`src/rtl/spkr_buffer_ctrl.sv`:
```
// Speaker sample buffer: circular FIFO feeding a speaker one sample per spkr_done,
// with sticky underrun/overflow flags and a hysteretic refill request.
module spkr_buffer_ctrl #(
    parameter int WIDTH    = 12,
    parameter int DEPTH    = 16,
    parameter int LOW_MARK = 4
) (
    input  logic                     clk,
    input  logic                     rst_n,
    input  logic                     wr_en,
    input  logic [WIDTH-1:0]         wr_data,
    input  logic                     spkr_done,
    input  logic                     flag_clr,
    output logic [WIDTH-1:0]         spkr_data,
    output logic                     spkr_update,
    output logic                     refill_req,
    output logic [$clog2(DEPTH):0]   level,
    output logic                     full,
    output logic                     empty,
    output logic                     underrun,
    output logic                     overflow
);
    localparam int AW = $clog2(DEPTH);
    localparam int LW = AW + 1;
    localparam logic [LW-1:0] DEPTH_LVL = LW'(DEPTH);
    localparam logic [LW-1:0] LOW_LVL   = LW'(LOW_MARK);
    localparam logic [LW-1:0] HIGH_LVL  = LW'(DEPTH - LOW_MARK);

    typedef enum logic {IDLE = 1'b0, FILL = 1'b1} state_t;

    logic [WIDTH-1:0] mem [DEPTH];
    logic [AW-1:0]    wr_ptr_q, rd_ptr_q;
    logic [LW-1:0]    level_q, level_d;
    logic [WIDTH-1:0] spkr_data_q;
    logic             spkr_update_q;
    logic             underrun_q, underrun_d;
    logic             overflow_q, overflow_d;
    state_t           state_q, state_d;
    logic             push, pop;

    assign full  = (level_q == DEPTH_LVL);
    assign empty = (level_q == '0);

    // A write into a full FIFO is still taken when the head leaves in the same cycle.
    always_comb begin
        pop        = spkr_done && !empty;
        push       = wr_en && (!full || pop);
        level_d    = level_q;
        underrun_d = underrun_q;
        overflow_d = overflow_q;
        case ({push, pop})
            2'b10:   level_d = level_q + 1'b1;
            2'b01:   level_d = level_q - 1'b1;
            default: level_d = level_q;
        endcase
        if (flag_clr) begin
            underrun_d = 1'b0;
            overflow_d = 1'b0;
        end
        if (spkr_done && empty)         underrun_d = 1'b1;
        if (wr_en && full && !pop)      overflow_d = 1'b1;
    end

    always_comb begin
        state_d = state_q;
        case (state_q)
            IDLE:    if (level_d <= LOW_LVL)  state_d = FILL;
            FILL:    if (level_d >= HIGH_LVL) state_d = IDLE;
            default: state_d = FILL;
        endcase
    end

    always_ff @(posedge clk) begin
        if (!rst_n) begin
            wr_ptr_q      <= '0;
            rd_ptr_q      <= '0;
            level_q       <= '0;
            spkr_data_q   <= '0;
            spkr_update_q <= 1'b0;
            underrun_q    <= 1'b0;
            overflow_q    <= 1'b0;
            state_q       <= FILL;
        end else begin
            level_q       <= level_d;
            underrun_q    <= underrun_d;
            overflow_q    <= overflow_d;
            state_q       <= state_d;
            spkr_update_q <= pop;
            if (push) wr_ptr_q <= wr_ptr_q + 1'b1;
            if (pop) begin
                rd_ptr_q    <= rd_ptr_q + 1'b1;
                spkr_data_q <= mem[rd_ptr_q];
            end
        end
    end

    // Storage is not reset; only the pointers define what is valid.
    always_ff @(posedge clk) begin
        if (rst_n && push) mem[wr_ptr_q] <= wr_data;
    end

    assign spkr_data   = spkr_data_q;
    assign spkr_update = spkr_update_q;
    assign refill_req  = (state_q == FILL);
    assign level       = level_q;
    assign underrun    = underrun_q;
    assign overflow    = overflow_q;

endmodule

```
`config.mk`:
```
export PLATFORM = sky130hd
export DESIGN_NAME = spkr_buffer_ctrl
export DESIGN_NICKNAME = d
export VERILOG_FILES = /design/src/rtl/spkr_buffer_ctrl.sv
export SDC_FILE = /design/constraint.sdc
export NUM_CORES = 1
export LEC_CHECK = 0
export ABC_AREA = 1
export BUFFER_PORTS_ARGS = -buffer_cell sky130_fd_sc_hd__buf_2
export CORE_MARGIN = 3
export CORE_UTILIZATION = 25
export CTS_CLUSTER_DIAMETER = 40
export DETAILED_ROUTE_END_ITERATION = 8
export GPL_TIMING_DRIVEN = 0
export PLACE_DENSITY = 0.45
export SLEW_MARGIN = 25
export SYNTH_ARGS = -nofsm -noshare
export SYNTH_HDL_FRONTEND = slang
export SYNTH_SLANG_ARGS = --single-unit
```
`constraint.sdc`:
```
create_clock -name clk -period 4.2 [get_ports clk]
set_input_delay 0 -clock clk [delete_from_list [all_inputs] [get_ports clk]]
set_output_delay 0 -clock clk [all_outputs]
set_load 0.005 [all_outputs]
```
* Word level (Yosys, flattened, before mapping)
Memories as Yosys holds them, arrays and structs flattened. A register that Yosys moved wholly into a read port is not among the register bits.
Index checks and enable logic that the tools add are counted.
** Cells by class
- Add/sub/neg operators :: 4
- Magnitude comparators :: 2
- Equality and inequality tests :: 3
- Mux-type cells :: 9
- Bitwise logic cells :: 1
- Reduce and logical (&&, ||, !) cells :: 14
** Operators by type and width (number)
- $pmux W5 S2 :: 1
- $add A4 B1 Y4 const B :: 2
- $mux W1 :: 7
- $logic_and A1 B1 Y1 :: 6
- $add A5 B1 Y5 const B :: 1
- $eq A5 B5 Y1 const B :: 1
- $ge A5 B4 Y1 const B :: 1
- $le A5 B3 Y1 const B :: 1
- $logic_not A5 Y1 :: 1
- $sub A5 B1 Y5 const B :: 1
- $logic_not A1 Y1 :: 4
- $reduce_bool A2 Y1 :: 2
- $eq A2 B1 Y1 const B :: 1
- $eq A2 B2 Y1 const B :: 1
- $pmux W1 S2 :: 1
- $logic_or A1 B1 Y1 :: 1
- $not A1 Y1 :: 1
** Storage, ports and cells
- Register bits after elaboration :: 17
- Memory bits (writable) :: 192
- Output and inout port bits :: 23
- Memories kept :: 1
** Memories
- mem :: words 16, width 12, read ports 1, clocked after Yosys merged registers in 1, write ports 1, RTL line 31 : logic [WIDTH-1:0] mem [DEPTH];

* Depth between registers and ports, before layout
- Depth after elaboration :: 10
- Depth in mapped cells :: 16
- Gate-level depth less buffers :: 16

* Worst setup path before layout
OpenSTA, ideal clock, no wires.
- Path type :: reg-to-reg
- Start :: register level_q[0], in the netlist level[0]
- End :: memory mem[13][0], enable pin
- Arrival :: 1877 ps
- Required time :: 3804 ps
- Slack :: 1927 ps
- Cell stages (with the launch flop) :: 9
- Buffers on the path :: 0
- Path through :: dfxtp_1 inv_1 nand3_1 nor2_1 nand2_1 nand2_2 nor2_4 inv_1 nor3_1
** On the way
- Elaborated cells between the ends (all ways) :: 10
** RTL lines
- start, declared :: RTL line 33 : logic [LW-1:0] level_q, level_d;
- start signal, assigned :: RTL line 84 : level_q <= level_d;
- $eq A5 B5 Y1 :: RTL line 41 : assign full = (level_q == DEPTH_LVL);
- via full :: RTL line 18 : output logic full,
- $logic_not A1 Y1 :: RTL line 47 : push = wr_en && (!full || pop);
- $logic_or A1 B1 Y1 :: RTL line 47
- $logic_and A1 B1 Y1 :: RTL line 47
- $logic_and A1 B1 Y1 :: RTL line 99 : if (rst_n && push) mem[wr_ptr_q] <= wr_data;
- $mux W1 :: RTL line 99
- $mux W1 (implied by the code) :: RTL line 99
- end, declared :: RTL line 31
The timed path passes the listed nets, and every way through them passes these cells.

* Worst setup path after layout
- Start :: register level_q[0], in the netlist level[0]
- End :: register state_q, in the netlist refill_req
** On the way
- Cells in the longest elaborated chain, start to end :: 10
- Elaborated cells between the ends (all ways) :: 17
** Ends and longest elaborated chain
- $logic_not A5 Y1 (*) :: RTL line 42 : assign empty = (level_q == '0);
- $logic_not A1 Y1 (*) :: RTL line 46 : pop = spkr_done && !empty;
- $logic_and A1 B1 Y1 (*) :: RTL line 46
- via pop :: RTL line 39 : logic push, pop;
- $logic_or A1 B1 Y1 :: RTL line 47
- $logic_and A1 B1 Y1 :: RTL line 47
- $eq A2 B1 Y1 / $eq A2 B2 Y1 (equally long branches) :: RTL line 51 : case ({push, pop})
- $pmux W5 S2 (*) :: RTL line 51
- $ge A5 B4 Y1 / $le A5 B3 Y1 (equally long branches) :: RTL line 68, 67
- $mux W1, on equally long branches :: RTL line 68, 67
- $pmux W1 S2 (*) :: RTL line 66 : case (state_q)
- end signal, assigned :: RTL line 87 : state_q <= state_d;
- end, declared :: RTL line 38 : state_t state_q, state_d;
Mark *: on every way through the listed nets, which the timed path passes. The rest lies on a longest branch.
A chain may end at the register's enable or synchronous reset.

==> metrics.txt <==
Synthesis Warnings 0; post-DP HPWL ~18 mm; root buf cell clkbuf_16; PwrDens about 610 mW/mm^2; Critical Path RT approximately 4.6 ns; Syn Inst Count between 900 and 1k; clock net sink count approximately 220; Worst-Skew Late Latency ~0.51 ns; Pleak approximately 5.0 nW; Rows ~70; drt initial violations 484; Crit path arrival time a little over 3 ns; fin util 0.316; Register Area roughly 0.0063 mm^2; Die Ht around 200 um; max_cap viols 0; Port Buffer Count 39; Worst VDD drop 0.000285 V; top cells by area, synth edfxtp_1 60%, nand2_1 13%, nand3_1 7.6%; sequential share of the synthesized area 0.662; clk slew on worst S/H paths roughly 0.050 ns; Pre-Repair DR Iteration Count 8; Post-CTS Setup Bufs 0; Residual DRC 0; RR Startpoint level[0]; most frequent cells in the layout 326 x nand2_1, 192 x edfxtp_1, 145 x nand3_1, 135 x inv_1, 59 x buf_2; vias in the first global route 6667; starting density of the core 0.254; Tcrit/Tclk final 0.648; Setup Skew approximately 0.022 ns; global-route met2 utilization 0.217; commonest non-fill, non-tap cell in the layout nand2_1; hold path startpoint flag_clr; share of cells above drive strength 1 0.145; die area about 0.04 mm^2; worst hold path type in2reg; nature of the critical path startpoint flip-flop; Net Count, Synth around 1000; unrepaired setup endpoints after global routing no; Most Crowded Layer GR met2; met3 Usage GRT 0.0345; Worst Slack Setup Final about 1.5 ns; Layout fillers slightly below 4k; WL per Instance between 15 and 20 um; synthesized area 0.00958 mm^2; Final #Nets between 1k and 1.5k; clk buf depth 3; Fin. Hold Viols 0; Area growth, synth to finish 24.7%; via/cell ratio approximately 4.2; status finished, final reports clean; CP Class reg2reg; CP Launch Point level[0]; Place WS about 1.5 ns; highest clock rate 367 MHz; grt total ovfl 0; CORE AREA between 0.03 and 0.04 mm^2; initial antenna violation count 0; Worst-Margin Slew 0.764 ns; first-pass GRT wire length around 40 mm; flop and latch count out of synthesis around 220; area of the multi-input gates roughly 0.0025 mm^2; RePlAce Congestion between 0.8 and 0.9; crit-path max FO 10; Max Slew Vio Count 0; area leader, netlist edfxtp_1; setup violators final 0; met1 Track Usage GR 0.165; min Tclk post-route approximately 2.7 ns; I/O pin count 40; H-tree Lvls 2; Yosys top cell area share 0.602; largest net degree at the start of global routing 17; Avg Inst Size Synth 9.95 um^2; Worst setup EP type flip-flop; CTS tree built; post-route ant nets 0; Fin Setup TNS 0 ns; All-Layer GR Usage 0.130; max_slew headroom 0.490; cts bufs inserted 36; via count ~6.8k; unique cell type count in the Yosys netlist 24; Die Wd approximately 200 um; Post-CTS Resized 0; Routed WL around 26 mm
[repair_timing]
action / in CTS / in global routing
hold buffers: 18 / 0
endpoints found under the setup margin: 0 / 0
hold endpoints to repair: 200 / 0
[layout make-up]
type	instances	area share
buffer	43	0.0210
sequential	221	0.531
antenna	1	0.000209
inverter	137	0.0432
clock inverter	21	0.0217
tap	511	0.0535
multi-input combinational	562	0.211
clock buffer	44	0.0804
timing repair buffer	65	0.0374
[registers in the layout (all words and copies together), names as in the netlist]
| signal | flops |
|---|---|
| refill_req | 1 |
| rd_ptr_q | 4 |
| overflow | 1 |
| spkr_update | 1 |
| mem | 192 |
| spkr_data | 12 |
| wr_ptr_q | 4 |
| level | 5 |
| underrun | 1 |
[critical path, stage by stage, from the launching register on]
cell and delay [ns]:
dfxtp_1 0.40, inv_1 0.11, nand4_1 0.15, nand2_2 0.14, inv_2 0.21, buf_6 0.19
ha_1 0.30, inv_1 0.08, fa_1 0.42, nand2_1 0.07, o21ai_0 0.09, a21oi_1 0.22
nand3_1 0.10, nand2_1 0.08, nor2_1 0.04
[kinds of logic (layout without fill, tap and decap cells)]
family	Yosys count	in the layout	share of synthesized area
AND/OR/NAND/NOR	525	525	0.228
AO/OA/AOI/OAI	22	22	0.0115
XOR/XNOR	5	5	0.00457
other	0	1	0
flip-flops	221	221	0.662
buffers and inverters	180	310	0.0802
adder cells (fa/ha/maj)	10	10	0.0138
[metrics by stage]
stage / cell area (um^2) / cells / hold WS [ns] / power, mW
floorplan: 9580 / 963 / 0.0989 / 3.74
finish: 11900 / 1605 / 0.297 / 7.28
CTS: 11900 / 1604 / 0.282 / 7.37
global placement: 10400 / 1513 / 0.269 / 4.36
detailed placement: 10500 / 1521 / 0.278 / 4.36
global route: 11900 / 1604 / 0.328 / 7.72
[where the power goes]
group	switching, mW	internal [mW]
registers	0.0650	2.50
clock network	1.06	1.90
logic	1.17	0.580
total	2.30	4.98
[Yosys cell counts]
| cell type | n |
|---|---|
| a21oi_1 | 16 |
| buf_1 | 2 |
| buf_2 | 20 |
| buf_4 | 5 |
| buf_6 | 6 |
| clkbuf_1 | 9 |
| clkbuf_2 | 1 |
| dfxtp_1 | 29 |
| edfxtp_1 | 192 |
| fa_1 | 1 |
| ha_1 | 9 |
| inv_1 | 135 |
| inv_2 | 1 |
| inv_4 | 1 |
| nand2_1 | 326 |
| nand2_2 | 2 |
| nand2b_1 | 1 |
| nand3_1 | 145 |
| nand4_1 | 1 |
| nor2_1 | 41 |
| nor2_4 | 1 |
| nor3_1 | 8 |
| o21ai_0 | 6 |
| xor2_1 | 5 |
[path summary, 6_finish.rpt]
check | to | slack (ns) | cells past startpoint
setup / recovery | refill_req | 1.48 | 14
hold / removal | overflow | 0.30 | 5
setup reg to reg | refill_req | 1.48 | 14
hold reg to reg | overflow | 0.47 | 2
[metal layers]
metal	part of all wire	wire length (um)	vias to the layer above
met2	0.48	12700	152
met1	0.43	11400	3243
met4	0.024	641	0
met5	0	0	-
met3	0.062	1630	54
li1	-	-	3347
Power figures use the tool's default switching activity.
